File: config.mk
export PLATFORM = sky130hd
export DESIGN_NAME = msg_parser
export DESIGN_NICKNAME = d
export VERILOG_FILES = /design/src/rtl/msg_pkg.sv /design/src/rtl/msg_timeout.sv /design/src/rtl/msg_parser.sv
export SDC_FILE = /design/constraint.sdc
export NUM_CORES = 1
export LEC_CHECK = 0
export CAP_MARGIN = 40
export CORE_ASPECT_RATIO = 0.75
export CORE_MARGIN = 8
export CORE_UTILIZATION = 34
export CTS_BUF_LIST = sky130_fd_sc_hd__clkbuf_16
export DETAILED_ROUTE_END_ITERATION = 6
export MAX_ROUTING_LAYER = met4
export PLACE_DENSITY_LB_ADDON = 0.2
export SLEW_MARGIN = 10
export SYNTH_ARGS = -nofsm -noshare
export SYNTH_HDL_FRONTEND = slang
export SYNTH_SLANG_ARGS = --single-unit
File: constraint.sdc
create_clock -name OPB_CLK -period 9.73 [get_ports OPB_CLK]
set_clock_uncertainty 0.05 [all_clocks]
set_input_delay 1.946 -clock OPB_CLK [delete_from_list [all_inputs] [get_ports OPB_CLK]]
set_output_delay 1.946 -clock OPB_CLK [all_outputs]
set_load 0.01 [all_outputs]
File: src/rtl/msg_pkg.sv
// Shared frame constants and parser state encoding for the message link.
// Used by the receive-side parser and the transmit-side frame builder.
package msg_pkg;

  localparam logic [7:0] HDR_WR  = 8'h5A;
  localparam logic [7:0] HDR_RD  = 8'h5B;
  localparam logic [7:0] TAIL_WR = 8'hA5;
  localparam logic [7:0] TAIL_RD = 8'hA4;

  localparam int FRAME_LEN = 10;

  localparam logic [15:0] TIMEOUT_DEFAULT = 16'd200;

  typedef enum logic [2:0] {
    ST_HUNT,
    ST_ADDR,
    ST_DATA,
    ST_TAIL,
    ST_EXEC,
    ST_ERROR
  } state_t;

endpackage

File: src/rtl/msg_timeout.sv
// Frame/ack watchdog: counts enable ticks until LIMIT, cleared on demand.
// Built only when MSG_PARSER_TIMEOUT_EN is defined.
`ifdef MSG_PARSER_TIMEOUT_EN
module msg_timeout
  import msg_pkg::*;
#(
  parameter logic [15:0] LIMIT = TIMEOUT_DEFAULT
) (
  input  logic OPB_CLK,
  input  logic OPB_RST,
  input  logic clr,
  input  logic en,
  output logic expired
);

  logic [15:0] cnt;

  always_ff @(posedge OPB_CLK or posedge OPB_RST) begin
    if (OPB_RST) begin
      cnt <= '0;
    end else if (clr) begin
      cnt <= '0;
    end else if (en && cnt != LIMIT) begin
      cnt <= cnt + 16'd1;
    end
  end

  assign expired = (cnt == LIMIT);

endmodule
`endif

File: src/rtl/msg_parser.sv
// Byte-stream frame decoder driving OPB write/read requests.
// Optional watchdog via MSG_PARSER_TIMEOUT_EN.
module msg_parser
  import msg_pkg::*;
#(
  parameter logic [15:0] TIMEOUT_LIMIT = TIMEOUT_DEFAULT
) (
  input  logic        OPB_CLK,
  input  logic        OPB_RST,
  input  logic        PULSE_2KHZ,
  input  logic [7:0]  RX_FIFO_DATA,
  input  logic        RX_FIFO_EMPTY,
  output logic        RX_FIFO_RD,
  output logic [31:0] OPB_ADDR,
  output logic [31:0] OPB_DO,
  output logic        OPB_WE,
  output logic        OPB_RE,
  input  logic        OPB_ACK,
  input  logic [31:0] OPB_DI,
  output logic [31:0] RD_DATA,
  output logic        RD_VALID,
  output logic        error_flag,
  output logic [7:0]  ERR_CNT
);

  state_t      state;
  logic [3:0]  cnt;
  logic        pend;
  logic        is_read;
  logic [31:0] addr_sh;
  logic [31:0] data_sh;
  logic        timeout;
  logic        active;
  logic        take_state;
  logic [7:0]  tail_exp;

  assign active = (state == ST_ADDR) || (state == ST_DATA) ||
                  (state == ST_TAIL) || (state == ST_EXEC);

  assign take_state = (state == ST_HUNT) || (state == ST_ADDR) ||
                      (state == ST_DATA) || (state == ST_TAIL);

  // One pop in flight: the popped byte is consumed while pend is high.
  assign RX_FIFO_RD = !OPB_RST && take_state && !RX_FIFO_EMPTY &&
                      !pend && !timeout;

  assign tail_exp = is_read ? TAIL_RD : TAIL_WR;

`ifdef MSG_PARSER_TIMEOUT_EN
  msg_timeout #(
    .LIMIT (TIMEOUT_LIMIT)
  ) u_timeout (
    .OPB_CLK (OPB_CLK),
    .OPB_RST (OPB_RST),
    .clr     (state == ST_HUNT),
    .en      (PULSE_2KHZ && active),
    .expired (timeout)
  );
`else
  logic unused_tick;
  assign unused_tick = PULSE_2KHZ ^ (|TIMEOUT_LIMIT);
  assign timeout     = 1'b0;
`endif

  always_ff @(posedge OPB_CLK or posedge OPB_RST) begin
    if (OPB_RST) begin
      state      <= ST_HUNT;
      cnt        <= '0;
      pend       <= 1'b0;
      is_read    <= 1'b0;
      addr_sh    <= '0;
      data_sh    <= '0;
      OPB_ADDR   <= '0;
      OPB_DO     <= '0;
      OPB_WE     <= 1'b0;
      OPB_RE     <= 1'b0;
      RD_DATA    <= '0;
      RD_VALID   <= 1'b0;
      error_flag <= 1'b0;
      ERR_CNT    <= '0;
    end else begin
      pend       <= RX_FIFO_RD;
      RD_VALID   <= 1'b0;
      error_flag <= 1'b0;
      if (timeout && active) begin
        state  <= ST_ERROR;
        OPB_WE <= 1'b0;
        OPB_RE <= 1'b0;
      end else begin
        case (state)
          ST_HUNT: begin
            cnt <= '0;
            if (pend) begin
              if (RX_FIFO_DATA == HDR_WR) begin
                is_read <= 1'b0;
                state   <= ST_ADDR;
              end else if (RX_FIFO_DATA == HDR_RD) begin
                is_read <= 1'b1;
                state   <= ST_ADDR;
              end
            end
          end
          ST_ADDR: begin
            if (pend) begin
              addr_sh <= {addr_sh[23:0], RX_FIFO_DATA};
              cnt     <= cnt + 4'd1;
              if (cnt == 4'd3) begin
                state <= ST_DATA;
              end
            end
          end
          ST_DATA: begin
            if (pend) begin
              data_sh <= {data_sh[23:0], RX_FIFO_DATA};
              cnt     <= cnt + 4'd1;
              if (cnt == 4'(FRAME_LEN - 3)) begin
                state <= ST_TAIL;
              end
            end
          end
          ST_TAIL: begin
            if (pend) begin
              if (RX_FIFO_DATA == tail_exp) begin
                OPB_ADDR <= addr_sh;
                OPB_DO   <= is_read ? 32'd0 : data_sh;
                state    <= ST_EXEC;
              end else begin
                state <= ST_ERROR;
              end
            end
          end
          ST_EXEC: begin
            // First EXEC cycle raises the request; later cycles wait for ack.
            if (!OPB_WE && !OPB_RE) begin
              OPB_WE <= !is_read;
              OPB_RE <= is_read;
            end else if (OPB_ACK) begin
              OPB_WE <= 1'b0;
              OPB_RE <= 1'b0;
              cnt    <= '0;
              state  <= ST_HUNT;
              if (is_read) begin
                RD_DATA  <= OPB_DI;
                RD_VALID <= 1'b1;
              end
            end
          end
          ST_ERROR: begin
            error_flag <= 1'b1;
            if (ERR_CNT != 8'hFF) begin
              ERR_CNT <= ERR_CNT + 8'd1;
            end
            cnt   <= '0;
            state <= ST_HUNT;
          end
          default: begin
            state <= ST_HUNT;
          end
        endcase
      end
    end
  end

endmodule

* Word level (Yosys, flattened, before mapping)
Index checks and enable logic that the tools add are counted.
Word-level totals: word-level logic and storage cells 94, input port bits 45, output and inout port bits 109, register bits 181
Operators by class: reductions and logical operators 28, add/subtract/negate cells 2, mux-type cells 28, bitwise gates (word level) 1, equal/unequal tests 21
Operators by type and width (number):
- 2-to-1 mux 32 bit | 1
- 2-to-1 mux 3 bit | 10
- equality test 8 x 7 -> 1 bit (second input constant) | 2
- one-hot mux 3 bit (5 select lines) | 1
- 2-to-1 mux 1 bit | 12
- 2-to-1 mux 4 bit | 3
- inequality test 2 bit (second input constant) | 6
- one-hot mux 4 bit (3 select lines) | 1
- AND reduction 9 bit | 1
- adder 8 x 1 -> 8 bit (second input constant) | 1
- equality test 8 bit | 1
- inequality test 8 bit (second input constant) | 1
- AND reduction 2 bit | 4
- AND reduction 4 bit | 2
- equality test 3 x 2 -> 1 bit (second input constant) | 2
- equality test 3 bit (second input constant) | 2
- logical NOT 1 bit | 6
- inequality test 2 x 1 -> 1 bit (second input constant) | 3
- AND reduction 3 bit | 2
- adder 4 x 1 -> 4 bit (second input constant) | 1
- equality test 4 x 2 -> 1 bit (second input constant) | 1
- equality test 4 x 3 -> 1 bit (second input constant) | 1
- logical AND 1 bit | 4
- nonzero test 2 bit | 2
- other kinds (7) | 10

* Longest topological paths before layout
Gate-level depths: netlist of run 1.
depth after elaboration 7, gate-level depth with buffers 6, mapped depth without buffers 5

* Worst setup path before layout of run 1
OpenSTA, ideal clock, no wires.
kind input port to output port, start in OPB_RST, end out RX_FIFO_RD, path slack 5.329 ns, cell stages on the path 1, required time 7.734 ns, path buffers 0, arrival 2.405 ns, path through nor4_1
Between the ends: cells in the longest elaborated chain, start to end 4
Ends and longest elaborated chain:
- start: declaration | line msg_parser.sv:9 | input logic OPB_RST,
- logical NOT 1 bit (no line)
- logical AND 1 bit (3 in a row) | line msg_parser.sv:44 | assign RX_FIFO_RD = !OPB_RST && take_state && !RX_FIFO_EMPTY &&
- end: declaration | line msg_parser.sv:13 | output logic RX_FIFO_RD,
No other way between the ends.

* Final worst setup path of run 1
Ends and elaborated chain as after synthesis.

==> reports/metrics.csv, run 1 <==
stage;metric;value;unit
placement;Post-DP HPWL;11400;um
global_routing;All-Layer GR Usage;0.131;
worst_setup_path;CP dominant cell by count;clkdlybuf4s50_1;
clock_tree;clk sinks;181;
route;Detailed Route WL;16300;um
clock_tree;post_cts resized;0;
logic_synthesis;Synthesized Nets;536;
power_and_ir_drop;Power Dens Cells;153;mW/mm2
logic_synthesis;Post-synth EDFFs;0;
global_routing;initial antenna violation count;0;
worst_setup_path;crit path DAT;3.43;ns
route;drt first pass iters;4;
final_layout;ANT cells;0;
floorplanning;# IOs;154;
floorplanning;FP Rows;46;
clock_tree;post-cts hold buffer count;0;
logic_synthesis;Synth async-reset ratio;1.00;
timing;setup repair after global routing missed its margin;no;
clock_tree;CTS root buffer;clkbuf_16;
floorplanning;Die Y;143;um
timing;Slew Viols, Final;0;
logic_synthesis;synthesized flop and latch total;181;
timing;setup TNS;0;ns
floorplanning;die area;0.0266;mm2
worst_setup_path;Crit-path slowest cell;clkdlybuf4s50_1;
global_routing;vias in the first global route;4847;
logic_synthesis;XOR/XNOR share of the synthesized area;0.00833;
final_layout;commonest non-fill, non-tap cells in the layout;dfrtp_1, mux2_2, clkdlybuf4s50_1;
clock_tree;clock buffer depth;2;
global_routing;global-route wire length before repair;26500;um
global_routing;overflow left after global routing;0;
clock_tree;Num CTS Buffers;17;
worst_setup_path;Setup crit end kind;output port;
final_layout;Total Nets Final;690;
worst_setup_path;Worst setup SP type;primary input;
logic_synthesis;compound-gate portion of the synthesized area;0.0241;
clock_tree;Post-CTS Setup Repair Bufs;0;
route;DR WL/cell;17.3;um
worst_setup_path;Worst Path Required;7.73;ns
global_routing;pin count of the biggest net entering global routing;107;
logic_synthesis;simple-gate share of the synthesized area;0.0697;
worst_setup_path;Slowest Stage Delay on Critical Path;0.62;ns
worst_setup_path;crit-path max FO;2;
timing;Final Hold Viols;0;
timing;Final setup viols;0;
logic_synthesis;synth unique cells;49;
timing;Worst slew margin;0.403;
logic_synthesis;largest family of logic cells by synthesized area;multiplexers;
logic_synthesis;syn avg cell area;15.0;um2
timing;Max Clock Freq;0.184;GHz
timing;Worst-Margin Slew;0.894;ns
logic_synthesis;Seq/Total Area, Yosys;0.616;
logic_synthesis;Ys Warns;0;
logic_synthesis;mux share of post-synthesis cell area;0.255;
timing;min cycle time layout;5.42;ns
timing;crit share post-route;0.558;
worst_setup_path;critical path cell sequence;clkdlybuf4s50_1 -> nor4_1 -> clkdlybuf4s50_1;
power_and_ir_drop;Pleak;4.64;nW
logic_synthesis;post-synthesis instance total;489;
route;drt via density;4.66;
final_layout;commonest non-fill, non-tap cell in the layout;dfrtp_1;
route;vias;4393;
clock_tree;H-tree depth;4;
floorplanning;Die W;186;um
placement;global placement routability congestion;0.796;
final_layout;Area Growth Syn to Fin;31.9;%
route;number of remaining DRC errors;0;
logic_synthesis;ys flop type;dfrtp_1;
clock_tree;CTS clock-pin slew for the worst setup and hold paths;0.06;ns
final_layout;share of layout cells above drive strength 1;0.304;
worst_setup_path;Setup CP Type;primary input to output port;
route;1st-iter DRT viols;137;
min_path;worst min path class;flop to flop;
status;status;finished clean;
clock_tree;clock latency on the worst-skew pair;0.42;ns
clock_tree;CTS tree;yes;
power_and_ir_drop;Max IR drop VDD;0.0911;mV
placement;port bufs;152;
route;antenna-violating nets left;0;
logic_synthesis;post-synthesis adder-cell area fraction;0.00340;
power_and_ir_drop;post-layout power;1.48;mW
job;Max-Cap Viols;0;
floorplanning;core area;0.0212;mm2
floorplanning;initial core utilization;0.347;
final_layout;filler instances;1924;
logic_synthesis;Synth Cell Area;0.00736;mm2
==> flip-flops by register name, summed over array words and instances, names as in the netlist, 3 cells and up <==
signal    cells
ERR_CNT       8
OPB_ADDR     32
data_sh      32
addr_sh      32
state         3
cnt           4
RD_DATA      32
OPB_DO       32
==> routing by layer <==
metal	global-route usage	vias to the layer above	wire (um)
met5	-	-	0
met4	0.0363	0	174
met1	0.156	2277	7140
li1	-	2026	-
met3	0.0381	15	786
met2	0.213	75	8240
==> cell type report <==
cell class	count	area [um2]	share of cell area
Inverter	4	22.5	0.00232
Tap cell	288	360	0.0371
Clock inverter	14	111	0.0115
Multi-Input combinational cell	281	2670	0.275
Timing Repair Buffer	158	1590	0.164
Sequential cell	181	4530	0.467
Clock buffer	17	425	0.0439
==> where the power goes <==
group / switching (mW) / internal [mW]
sequential: 0.0116 / 0.763
clock: 0.289 / 0.350
combinational: 0.0330 / 0.0345
total: 0.333 / 1.15
==> metrics by stage <==
stage / std cells / area [um2] / util / hold slack, ns / worst slack (ns)
2_1_floorplan: 489 / 7360 / - / 0.423 / 2.82
3_3_place_gp: 911 / 9140 / 0.431 / 0.430 / 4.32
3_5_place_dp: 912 / 9160 / 0.433 / 0.437 / 4.31
4_1_cts: 943 / 9700 / 0.458 / 0.456 / 4.27
5_1_grt: 943 / 9700 / 0.458 / 0.467 / 4.18
6_report: 943 / 9700 / 0.458 / 0.448 / 4.31
==> worst max-delay path: cells and delay by family <==
family        cells  cell delay, ns
buf+inv           2            1.13
simple gates      1            0.35
==> cells by family (layout without fill, tap and decap cells) <==
logic type / Yosys count / count (layout)
AO/OA/AOI/OAI: 26 / 26
XOR/XNOR: 7 / 7
adder cells (fa/ha/maj): 2 / 2
buffers and inverters: 27 / 193
flip-flops: 181 / 181
multiplexers: 167 / 167
AND/OR/NAND/NOR: 79 / 79
==> path summary, 6_finish.rpt <==
kind | depth (start not counted) | from | slack (ns) | end
hold / removal | 1 | OPB_DO[14] | 0.45 | OPB_DO[14]
setup / recovery | 3 | OPB_RST | 4.31 | RX_FIFO_RD
max in group asynchronous | 4 | OPB_RST | 6.50 | OPB_DO[11]
setup reg to reg | 4 | state[2] | 7.23 | RD_DATA[2]
hold reg to reg | 1 | OPB_DO[14] | 0.45 | OPB_DO[14]
min in group asynchronous | 2 | OPB_RST | 2.05 | RD_DATA[11]
==> synthesized netlist by cell type (2+ instances only) <==
cell	instances	area share
and3_1	2	0.0017
nand2b_1	5	0.0043
mux2_2	155	0.24
nand2_1	13	0.0066
nor2b_1	33	0.028
xor2_1	3	0.0036
inv_1	4	0.0020
a21oi_1	5	0.0034
buf_4	5	0.0051
o21ai_0	7	0.0048
nand4_1	2	0.0017
nor3b_2	2	0.0034
mux2i_1	4	0.0054
ha_1	2	0.0034
and4bb_2	3	0.0051
mux2_1	8	0.012
buf_2	8	0.0054
xnor2_1	4	0.0048
nand3_1	4	0.0027
clkbuf_1	3	0.0015
dfrtp_1	181	0.62
buf_6	6	0.0092
a21o_1	2	0.0020
nor2_1	3	0.0015
Power figures use the tool's default switching activity.
==> run 2, diff against run 1 <==
==> constraint.sdc (replaced) <==
create_clock -name OPB_CLK -period 4.49 [get_ports OPB_CLK]
set_clock_uncertainty 0.05 [all_clocks]
set_input_delay 0.898 -clock OPB_CLK [delete_from_list [all_inputs] [get_ports OPB_CLK]]
set_output_delay 0.898 -clock OPB_CLK [all_outputs]
set_load 0.01 [all_outputs]
==> run 2 against run 1 <==
  * Non-clock buffer count unchanged
  * Critical path type unchanged
  * Largest power group unchanged
  * First-iteration DRC count up 38%
  * Register-to-register slack worse by 5.3 ns
  * Count of clock-buffer cells in the layout unchanged
  * Core utilization up 0.053 points
  * Die area unchanged
==> reports/metrics.csv, run 2 (same netlist as run 1, synthesis figures left out) <==
stage;metric;value;unit
timing;Slew Viols, Final;0;
worst_setup_path;Setup CP Type;primary input to output port;
final_layout;commonest non-fill, non-tap cell in the layout;dfrtp_1;
min_path;Worst Hold Launch;OPB_DO[13];
min_path;worst hold endpoint;OPB_DO[13];
global_routing;vias in the first global route;4642;
worst_setup_path;buffer and inverter count on the worst path;2;
min_path;worst min path class;flop to flop;
worst_setup_path;Slowest Stage Delay on Critical Path;0.62;ns
global_routing;overflow left after global routing;0;
worst_setup_path;Setup crit end kind;output port;
route;vias;4350;
final_layout;design area;0.00971;mm2
floorplanning;FP Rows;46;
final_layout;utilization after layout;0.459;
timing;setup TNS;0;ns
min_path;hold path depth;1;
timing;Fin Hold WS;0.442;ns
worst_setup_path;Crit-path slowest cell;clkdlybuf4s50_1;
clock_tree;post-cts hold buffer count;0;
final_layout;filler instances;1899;
power_and_ir_drop;Net Switching;716;uW
job;Max-Cap Viols;0;
power_and_ir_drop;Int Power;2.54;mW
power_and_ir_drop;sequential share of power;0.516;
worst_setup_path;CP dominant cell by count;clkdlybuf4s50_1;
worst_setup_path;Worst Path Required;3.54;ns
worst_setup_path;crit-path max FO;2;
placement;port bufs;152;
clock_tree;post_cts resized;0;
worst_setup_path;Worst Setup SP;OPB_RST;
clock_tree;CTS root buffer;clkbuf_16;
placement;Placed Instances;912;
placement;global placement routability congestion;0.777;
clock_tree;CTS clock-pin slew for the worst setup and hold paths;0.06;ns
global_routing;All-Layer GR Usage;0.129;
global_routing;initial antenna violation count;0;
worst_setup_path;Worst setup SP type;primary input;
clock_tree;Num CTS Buffers;17;
route;drt first pass iters;4;
worst_setup_path;reg-to-reg endpoint;RD_DATA[16];
worst_setup_path;critical path cell sequence;clkdlybuf4s50_1 -> nor4_1 -> clkdlybuf4s50_1;
timing;crit share post-route;0.724;
clock_tree;Post-CTS Setup Repair Bufs;0;
clock_tree;CTS tree;yes;
clock_tree;clock latency on the worst-skew pair;0.42;ns
route;number of remaining DRC errors;0;
floorplanning;Die Y;143;um
final_layout;commonest non-fill, non-tap cells in the layout;dfrtp_1, mux2_2, clkdlybuf4s50_1;
placement;Post-DP HPWL;11300;um
power_and_ir_drop;Clock Power Share;0.440;
route;DR WL/cell;17.1;um
timing;Max Clock Freq;0.307;GHz
timing;Final Hold Viols;0;
floorplanning;# IOs;154;
global_routing;pin count of the biggest net entering global routing;182;
worst_setup_path;Worst R2R Setup Slack;1.97;ns
clock_tree;clk sinks;181;
final_layout;Total Nets Final;690;
route;Detailed Route WL;16100;um
clock_tree;H-tree depth;4;
route;1st-iter DRT viols;189;
worst_setup_path;CP top delay family;buffers and inverters;
worst_setup_path;R2R depth;4;
timing;Worst slew margin;0.317;
placement;Place WS;1.22;ns
floorplanning;Die W;186;um
timing;setup repair after global routing missed its margin;no;
power_and_ir_drop;Pleak;4.65;nW
final_layout;ANT cells;0;
power_and_ir_drop;Switching Share;0.220;
status;status;finished clean;
worst_setup_path;crit path DAT;2.30;ns
power_and_ir_drop;Max IR drop VDD;0.225;mV
worst_setup_path;r2r startpoint;state[2];
global_routing;global-route wire length before repair;25900;um
floorplanning;die area;0.0266;mm2
floorplanning;initial core utilization;0.347;
clock_tree;clock buffer depth;2;
floorplanning;core area;0.0212;mm2
power_and_ir_drop;Power Dens Cells;335;mW/mm2
final_layout;share of layout cells above drive strength 1;0.307;
power_and_ir_drop;post-layout power;3.25;mW
timing;Worst-Margin Slew;1.02;ns
timing;min cycle time layout;3.25;ns
route;antenna-violating nets left;0;
power_and_ir_drop;Logic pwr share;0.044;
route;drt via density;4.62;
placement;Post-Place Cell Area;0.00915;mm2
final_layout;Finished Layout Cells;942;
timing;PnR worst setup slack;1.24;ns
timing;Final setup viols;0;
final_layout;Area Growth Syn to Fin;32.0;%
run 2: changes by cell type in the layout (fill, tap and decap cells not counted), sizes merged:
| cell | change |
|---|---|
| inv | -4 |
| bufinv | +1 |
| clkinv | +2 |
run 2: power groups by stage:
stage          Sequential (mW)  Combinational [mW]  Clock (mW)
4_1_cts                   1.68               0.147        1.49
3_5_place_dp              1.71               0.147           0
3_3_place_gp              1.71               0.143           0
2_1_floorplan             1.69              0.0882           0
6_report                  1.68               0.143        1.43
5_1_grt                   1.68               0.161        1.55
run 2: metal layers:
metal	wire length, um	vias up	GRT usage
met4	165	0	0.0363
li1	-	2025	-
met3	934	12	0.0416
met2	8170	82	0.207
met5	0	-	-
met1	6840	2231	0.154
run 2: how the worst max path moves through the flow:
stage | depth (start not counted) | to
after global placement | 3 | RX_FIFO_RD
final | 3 | RX_FIFO_RD
after CTS | 3 | RX_FIFO_RD
after global routing | 3 | RX_FIFO_RD
after detailed placement | 3 | RX_FIFO_RD
after floorplan | 1 | ERR_CNT[0]
run 2: final cells by class:
type	count	area, um2	share of cell area
flip-flops and latches	181	4530	0.466
well taps	288	360	0.0371
inverters	4	18.8	0.00193
clock inverters	13	134	0.0138
clock buffers	17	425	0.0438
multi-input cells	281	2670	0.274
repair buffers	158	1580	0.163
